==> src/rtl/ifns_decoder_arbiter.sv <==
// Round-robin shared IFNS 17->12 decoder with registered valid/ready output.
// Also holds the combinational single-error-correcting core it time-shares.

// IFNS core: Hamming SEC decode of a 17-bit word (position p = bit p-1).
// Parity sits at positions 1,2,4,8,16; data fills the rest in ascending order.
module decoderIFNS_12di_core (
    input  logic [16:0] code,
    output logic [11:0] data
);

    logic [4:0]  syn;
    logic [16:0] fixed;

    // Syndrome is the XOR of the positions of all set bits
    always_comb begin
        syn = '0;
        for (int p = 1; p <= 17; p++) begin
            if (code[p-1]) begin
                syn = syn ^ 5'(p);
            end
        end
    end

    // Flip the addressed bit; out-of-range syndromes leave the word as is
    always_comb begin
        fixed = code;
        for (int p = 1; p <= 17; p++) begin
            if (syn == 5'(p)) begin
                fixed[p-1] = ~code[p-1];
            end
        end
    end

    // Gather data positions 3,5,6,7,9..15,17 into bits 0..11
    always_comb begin
        data = {fixed[16], fixed[14], fixed[13], fixed[12],
                fixed[11], fixed[10], fixed[9],  fixed[8],
                fixed[6],  fixed[5],  fixed[4],  fixed[2]};
    end

endmodule

module ifns_decoder_arbiter #(
    parameter int NUM_CH = 4,
    parameter int CH_W   = 2,
    parameter int CNT_W  = 16
) (
    input  logic                 clock,
    input  logic                 rst_n,
    input  logic [NUM_CH-1:0]    req_valid,
    input  logic [NUM_CH*17-1:0] req_code,
    output logic [NUM_CH-1:0]    req_ready,
    output logic                 out_valid,
    input  logic                 out_ready,
    output logic [11:0]          out_data,
    output logic [CH_W-1:0]      out_ch,
    input  logic                 cnt_clr,
    output logic [CNT_W-1:0]     acc_cnt
);

    typedef enum logic {
        EMPTY = 1'b0,
        FULL  = 1'b1
    } state_t;

    state_t          state;
    logic [CH_W-1:0] rr_ptr;
    logic [CH_W-1:0] gnt;
    logic [CH_W-1:0] gnt_lo;
    logic [CH_W-1:0] gnt_hi;
    logic            any_hi;
    logic            any_req;
    logic            can_accept;
    logic            accept;
    logic [16:0]     sel_code;
    logic [11:0]     dec_data;

    assign any_req    = |req_valid;
    assign can_accept = rst_n & ((state == EMPTY) | (out_ready & out_valid));
    assign accept     = can_accept & any_req;

    // Rotating priority: lowest requester at/after rr_ptr, else lowest overall
    always_comb begin
        gnt_lo = '0;
        gnt_hi = '0;
        any_hi = 1'b0;
        for (int j = NUM_CH - 1; j >= 0; j--) begin
            if (req_valid[j]) begin
                gnt_lo = CH_W'(j);
                if (CH_W'(j) >= rr_ptr) begin
                    gnt_hi = CH_W'(j);
                    any_hi = 1'b1;
                end
            end
        end
        gnt = any_hi ? gnt_hi : gnt_lo;
    end

    // Steer the winner's codeword into the core and raise only its ready
    always_comb begin
        sel_code  = '0;
        req_ready = '0;
        for (int j = 0; j < NUM_CH; j++) begin
            if (CH_W'(j) == gnt) begin
                sel_code     = req_code[17*j +: 17];
                req_ready[j] = accept;
            end
        end
    end

    decoderIFNS_12di_core u_core (
        .code (sel_code),
        .data (dec_data)
    );

    // Output register FSM: load on accept, drain when taken with nothing new
    always_ff @(posedge clock or negedge rst_n) begin
        if (!rst_n) begin
            state     <= EMPTY;
            out_valid <= 1'b0;
            out_data  <= '0;
            out_ch    <= '0;
            rr_ptr    <= '0;
        end else if (accept) begin
            state     <= FULL;
            out_valid <= 1'b1;
            out_data  <= dec_data;
            out_ch    <= gnt;
            rr_ptr    <= (gnt == CH_W'(NUM_CH - 1)) ? '0 : gnt + 1'b1;
        end else if (state == FULL && out_ready) begin
            state     <= EMPTY;
            out_valid <= 1'b0;
        end
    end

    // Saturating accepted-word counter; clear wins over a same-cycle accept
    always_ff @(posedge clock or negedge rst_n) begin
        if (!rst_n) begin
            acc_cnt <= '0;
        end else if (cnt_clr) begin
            acc_cnt <= '0;
        end else if (accept && !(&acc_cnt)) begin
            acc_cnt <= acc_cnt + 1'b1;
        end
    end

endmodule
==> config.mk <==
export PLATFORM = sky130hd
export DESIGN_NAME = ifns_decoder_arbiter
export DESIGN_NICKNAME = d
export VERILOG_FILES = /design/src/rtl/ifns_decoder_arbiter.sv
export SDC_FILE = /design/constraint.sdc
export NUM_CORES = 1
export LEC_CHECK = 0
export BUFFER_PORTS_ARGS = -buffer_cell sky130_fd_sc_hd__buf_4
export CAP_MARGIN = 15
export CORE_UTILIZATION = 40
export CTS_BUF_LIST = sky130_fd_sc_hd__clkbuf_4
export CTS_CLUSTER_DIAMETER = 50
export CTS_CLUSTER_SIZE = 20
export DETAILED_ROUTE_END_ITERATION = 8
export PLACE_DENSITY = 0.64
export SLEW_MARGIN = 25
export SYNTH_ARGS = -nofsm -noshare
export SYNTH_HDL_FRONTEND = slang
export SYNTH_SLANG_ARGS = --single-unit
==> constraint.sdc <==
create_clock -name clock -period 5 [get_ports clock]
set_clock_uncertainty 0.15 [all_clocks]
set_input_delay 1 -clock clock [delete_from_list [all_inputs] [get_ports clock]]
set_output_delay 1 -clock clock [all_outputs]
set_load 0.01 [all_outputs]
==> results of run 1 <==
## routing by layer
metal	up-vias	routed length (um)	share of wire (%)	global-route usage (%)
met3	7	519	5.4	4.15
met4	0	70	0.73	4.23
li1	1705	-	-	-
met5	-	0	0	0
met1	1597	4580	48	34.7
met2	126	4390	46	37.4
## final cells by class
type	instances	share of cell area, %
clock buffer	6	1.10
clock inverter	1	0.0919
inverter	10	0.919
multi-input combinational	309	52.2
sequential	33	20.2
tap	99	3.03
timing repair buffer	122	22.4
## logic make-up after synthesis
kind of cell,share of synthesized area (%)
AND/OR/NAND/NOR,18.4
AO/OA/AOI/OAI,42.1
buffers and inverters,4.96
adder cells (fa/ha/maj),2.03
XOR/XNOR,3.29
multiplexers,2.40
flip-flops,26.8
## cells in the final DEF, fill, tap and decap left out, drive strengths merged, types with 6 or more instances in the layout
| cell | n |
|---|---|
| buf | 122 |
| nor2 | 34 |
| dfrtp | 33 |
| o21ai | 30 |
| a211oi | 29 |
| o211ai | 26 |
| nand2 | 18 |
| or3 | 18 |
| a21oi | 16 |
| a221o | 14 |
| a221oi | 14 |
| nand2b | 13 |
| a31oi | 13 |
| o21a | 12 |
| inv | 10 |
| a22oi | 8 |
| xnor2 | 7 |
| mux2i | 7 |
| clkbuf | 6 |
## power breakdown
group / total (uW) / switching [uW] / internal (uW)
clock: 144 / 87.0 / 56.5
sequential: 368 / 38.6 / 329
combinational: 1850 / 1090 / 760
total: 2360 / 1220 / 1150
## critical path: stages
cell	delay [ns]
buf_4	0.10
a21oi_1	0.06
o21a_1	0.17
o22ai_1	0.29
inv_1	0.11
ha_1	0.21
or2_1	0.52
buf_4	0.28
a221oi_1	0.40
o211ai_1	0.19
a211oi_1	0.49
a211oi_2	0.09
mux2i_1	0.36
o21ai_0	0.19
a31oi_1	0.20
## cells in the mapped netlist (all sizes together), types with 4 or more instances
master	number
a21oi	16
nor2	34
and2	5
a22oi	8
mux2i	7
a211oi	29
nand2	18
buf	12
nand3	5
ha	5
nand2b	13
clkbuf	8
xnor2	7
a221o	14
o21ai	30
dfrtp	33
o21a	12
inv	10
o211ai	26
o22ai	5
or3	18
a221oi	14
and3	4
a31oi	13
## sequential cells by signal, indices dropped and copies added, names as in the netlist
register / flops
acc_cnt: 16
state: 1
out_data: 12
out_ch: 2
rr_ptr: 2
## worst max path at each step
stage                       from           end  slack (ns)
floorplan           req_valid[2]   out_data[0]        0.62
global placement    req_valid[0]   out_data[6]        0.20
detailed placement  req_valid[0]   out_data[4]        0.03
CTS                 req_valid[0]   out_data[4]        0.38
global route        req_valid[0]  out_data[10]        0.09
finish              req_valid[0]   out_data[2]        0.42
## per-stage QoR
step	instance area (sq um)	power [uW]	utilization, %	hold WS, ns	cells
floorplan	3080	1680	-	0.364	372
global placement	4010	2130	54.6	0.320	573
detailed placement	4010	2170	54.6	0.319	573
CTS	4050	2320	55.3	0.344	580
global route	4080	2580	55.7	0.385	580
finish	4080	2360	55.7	0.339	580
## what timing repair did
action / in CTS / in global routing
resized for setup: 0 / 5
setup buffers: 0 / 0
setup endpoints to repair: 0 / 5
hold endpoints to repair: 0 / 0
==> flow_metrics.tcl, run 1 <==
set metrics [dict create \
    outcome "finished, final reports clean" \
    dp_slack_ns 0.0336 \
    critPathLaunchType "primary input" \
    cts.sinks 33 \
    syn_inst 372 \
    worst_slack_ns 0.416 \
    fmax_mhz 218 \
    cap_violations 0 \
    regArea_sq_um 826 \
    io_buffers 110 \
    cts_buffers 5 \
    gp_congestion 0.959 \
    final_antenna_net_count 0 \
    avgSynthCellArea_sq_um 8.27 \
    n_antenna_cell 0 \
    hold_class "flop to flop" \
    fin_crit_sh_pct 91.7 \
    grt_max_degree 36 \
    ys.warnings.count 0 \
    root_buffer "clkbuf_4" \
    reg2reg_to "out_data[2]" \
    clock_latency_ns 0.33 \
    irDropWorstVdd_v 0.000282 \
    ys_seq_area_share_pct 26.8 \
    syn-cell-area_sq_mm 0.00308 \
    required_ns 5.10 \
    antenna_found_initial 0 \
    finalSetupTns_ns 0 \
    cp-end-kind "flop" \
    hold_end "out_ch[0]" \
    fill_cells 703 \
    fin_crit_ns 4.58 \
    core_sq_mm 0.00733 \
    setup_viol 0 \
    relSlewSlack_pct 44.0 \
    worstPathArrival_ns 4.68 \
    grt_pass1_vias 3105 \
    die_y_um 89.7 \
    track_usage_pct 23.9 \
    tightestPinTransition_ns 0.840 \
    dp_hpwl_um 7620 \
    rsz0062_at_grt "false" \
    yosys.area.top_type "dfrtp_1" \
    rr_startpoint "rr_ptr[1]" \
    clk_path_buf_depth 2 \
    synth_ff_type "dfrtp_1" \
    synth_area_leaders "dfrtp_1 27%, o211ai_1 6.1%, a211oi_1 5.1%" \
    first_pass_iters 5 \
    drv_slew 0 \
    multi_input_area_sq_mm 0.00213 \
    nets 562 \
    vias_per_cell 5.92 \
    vias 3435 \
    grt_pass1_wl_um 15600 \
    htreeDepth 2 \
    pin_count 111 \
    rows 31 \
    remaining_drc_errors 0 \
    cts.hold.buffers_added 0 \
    routed_wl_um 9560 \
    ys_async_sr_fraction_pct 100 \
    p_per_area_mw_per_mm2 579 \
    drive_gt1_share_pct 30.1 \
    die-width_um 89.7 \
    hp-start "out_ch[0]" \
    path_clk_slew_ns 0.10 \
    crit_type "primary input to flop" \
    r2r_cells 14 \
    cts_tree "yes" \
    syn-num-nets 453 \
    synthDistinctLibCells 46 \
    min_path_cells 2 \
    wl_per_cell_um 16.5 \
    ys_ff_latch 33 \
    start_util_pct 42.0 \
    dieArea_sq_mm 0.00805 \
    synth_top_cell_area_share_pct 26.8 \
    synthToLayoutAreaGrowth_pct 32.6 \
    r2r_slack_ns 0.72 \
    crit_fanout 24 \
    drtIter0Drc 194 \
    synth_edf_count 0 \
    p_leak_uw 0.00168 \
    finalHoldViolations 0 \
    overflow 0 \
]
(Power assumes the default switching activity.)
==> run 2: changes to the inputs <==
--- a/config.mk
+++ b/config.mk
@@ -5,7 +5,7 @@
 export SDC_FILE = /design/constraint.sdc
 export NUM_CORES = 1
 export LEC_CHECK = 0
-export BUFFER_PORTS_ARGS = -buffer_cell sky130_fd_sc_hd__buf_4
+export BUFFER_PORTS_ARGS = -buffer_cell sky130_fd_sc_hd__buf_2
 export CAP_MARGIN = 15
 export CORE_UTILIZATION = 40
 export CTS_BUF_LIST = sky130_fd_sc_hd__clkbuf_4
==> flow_metrics.tcl, run 2 (synthesis results as in run 1) <==
set metrics [dict create \
    dp_cells 574 \
    min_path_cells 2 \
    root_buffer "clkbuf_4" \
    clk_path_buf_depth 2 \
    p_per_area_mw_per_mm2 597 \
    crit_chain "buf_2 > a21oi_1 > o21a_1 > o22ai_1 > inv_1 > ha_1 > or2_1 > a221o_1 > a211oi_1 > a211oi_1 > nor4_1 > mux2i_1 > or3_1 > a31oi_1" \
    crit_top_cell "a211oi_1" \
    setup_viol 0 \
    die_y_um 89.7 \
    fin_cells 582 \
    rows 31 \
    nets 563 \
    vias 3490 \
    routed_wl_um 9040 \
    fmax_mhz 217 \
    cap_violations 0 \
    final_common_cell "buf_2" \
    cts_tree "yes" \
    hold_end "out_ch[0]" \
    vias_per_cell 6.00 \
    relSlewSlack_pct 42.7 \
    max_stage_delay_ns 0.53 \
    path_clk_slew_ns 0.10 \
    crit_type "primary input to flop" \
    critPathLaunchType "primary input" \
    r2r_slack_ns 0.70 \
    crit_buf_inv 2 \
    start_util_pct 42.0 \
    finalSetupTns_ns 0 \
    dp_slack_ns 0.117 \
    p_leak_uw 0.00161 \
    critical-path-top-delay-family "compound AO/OA/AOI/OAI gates" \
    outcome "finished, final reports clean" \
    synthToLayoutAreaGrowth_pct 23.7 \
    dp_hpwl_um 7250 \
    fill_cells 737 \
    hp-start "out_ch[0]" \
    grt_max_degree 36 \
    worst_slack_ns 0.395 \
    wl_per_cell_um 15.5 \
    crit_slowest_cell "or2_1" \
    required_ns 5.11 \
    overflow 0 \
    cts_buffers 5 \
    clock_latency_ns 0.33 \
    fin_crit_sh_pct 92.1 \
    die-width_um 89.7 \
    rr_startpoint "rr_ptr[1]" \
    remaining_drc_errors 0 \
    irDropWorstVdd_v 0.000265 \
    core_sq_mm 0.00733 \
    n_antenna_cell 0 \
    tightestPinTransition_ns 0.860 \
    htreeDepth 2 \
    antenna_found_initial 0 \
    fin_crit_ns 4.60 \
    finalHoldViolations 0 \
    drv_slew 0 \
    worstPathArrival_ns 4.71 \
    pin_count 111 \
    rsz0062_at_grt "false" \
    cts.sinks 33 \
    first_pass_iters 5 \
    r2r_cells 13 \
    largest_reg_flops 16 \
    cts.hold.buffers_added 0 \
    drtIter0Drc 193 \
    final_antenna_net_count 0 \
    crit_fanout 26 \
    cp-end-kind "flop" \
    holdWs_ns 0.335 \
    drive_gt1_share_pct 29.4 \
    top_register "acc_cnt" \
    dieArea_sq_mm 0.00805 \
    io_buffers 110 \
    reg2reg_to "out_data[4]" \
    grt_pass1_wl_um 15200 \
    gp_congestion 0.918 \
    hold_class "flop to flop" \
    finalInstanceArea_sq_mm 0.00381 \
    final_cell_mix "110 x buf_2, 34 x nor2_1, 33 x dfrtp_1" \
    post-cts-setup-buffers 0 \
    post_cts_resized 0 \
    post_dp_cell_area_sq_mm 0.00375 \
    top_regs "acc_cnt x16, out_data x12" \
    grt_pass1_vias 3211 \
    track_usage_pct 22.9 \
]
==> run 2: metal layers <==
metal	part of all wire, %	routed length [um]	track usage, %
met3	6.4	578	3.55
met4	0.86	78	3.96
met1	45	4100	31.5
met2	47	4290	38.4
met5	0	0	0
==> run 2: worst max-delay path by stage <==
stage / cells after the start / startpoint / to
finish: 14 / req_valid[0] / out_data[4]
global route: 14 / req_valid[0] / out_data[9]
CTS: 14 / req_valid[0] / out_data[0]
detailed placement: 14 / req_valid[0] / out_data[0]
global placement: 14 / req_valid[0] / out_data[4]
floorplan: 16 / req_valid[2] / out_data[0]
==> run 2: area by class of cell <==
class | count | area (sq um) | share of cell area [%]
multi-input combinational | 309 | 2110 | 55.4
sequential | 33 | 826 | 21.7
timing repair buffer | 123 | 661 | 17.4
tap | 99 | 124 | 3.25
clock buffer | 5 | 37.5 | 0.986
inverter | 10 | 37.5 | 0.986
clock inverter | 3 | 12.5 | 0.329
==> run 2: power by group <==
group	total, uW	switching, uW	internal (uW)
logic	1760	1070	696
clock network	140	89.3	50.8
registers	367	38.1	329
==> run 2: per-stage QoR <==
| step | util (%) | total power (uW) |
|---|---|---|
| 6_report | 51.9 | 2270 |
| 3_3_place_gp | 51.2 | 2080 |
| 5_1_grt | 51.9 | 2470 |
| 4_1_cts | 51.8 | 2260 |
| 2_1_floorplan | - | 1680 |
| 3_5_place_dp | 51.2 | 2110 |
==> run 2: worst register-to-register path: cells and delay by family, from the launching register on <==
family	cells	cell delay, ns
AOI/OAI and AO/OA	4	1.09
adders and majority gates	1	0.22
buffers and inverters	1	0.11
DFF	1	0.45
muxes	2	0.51
and+or+nand+nor	5	1.69
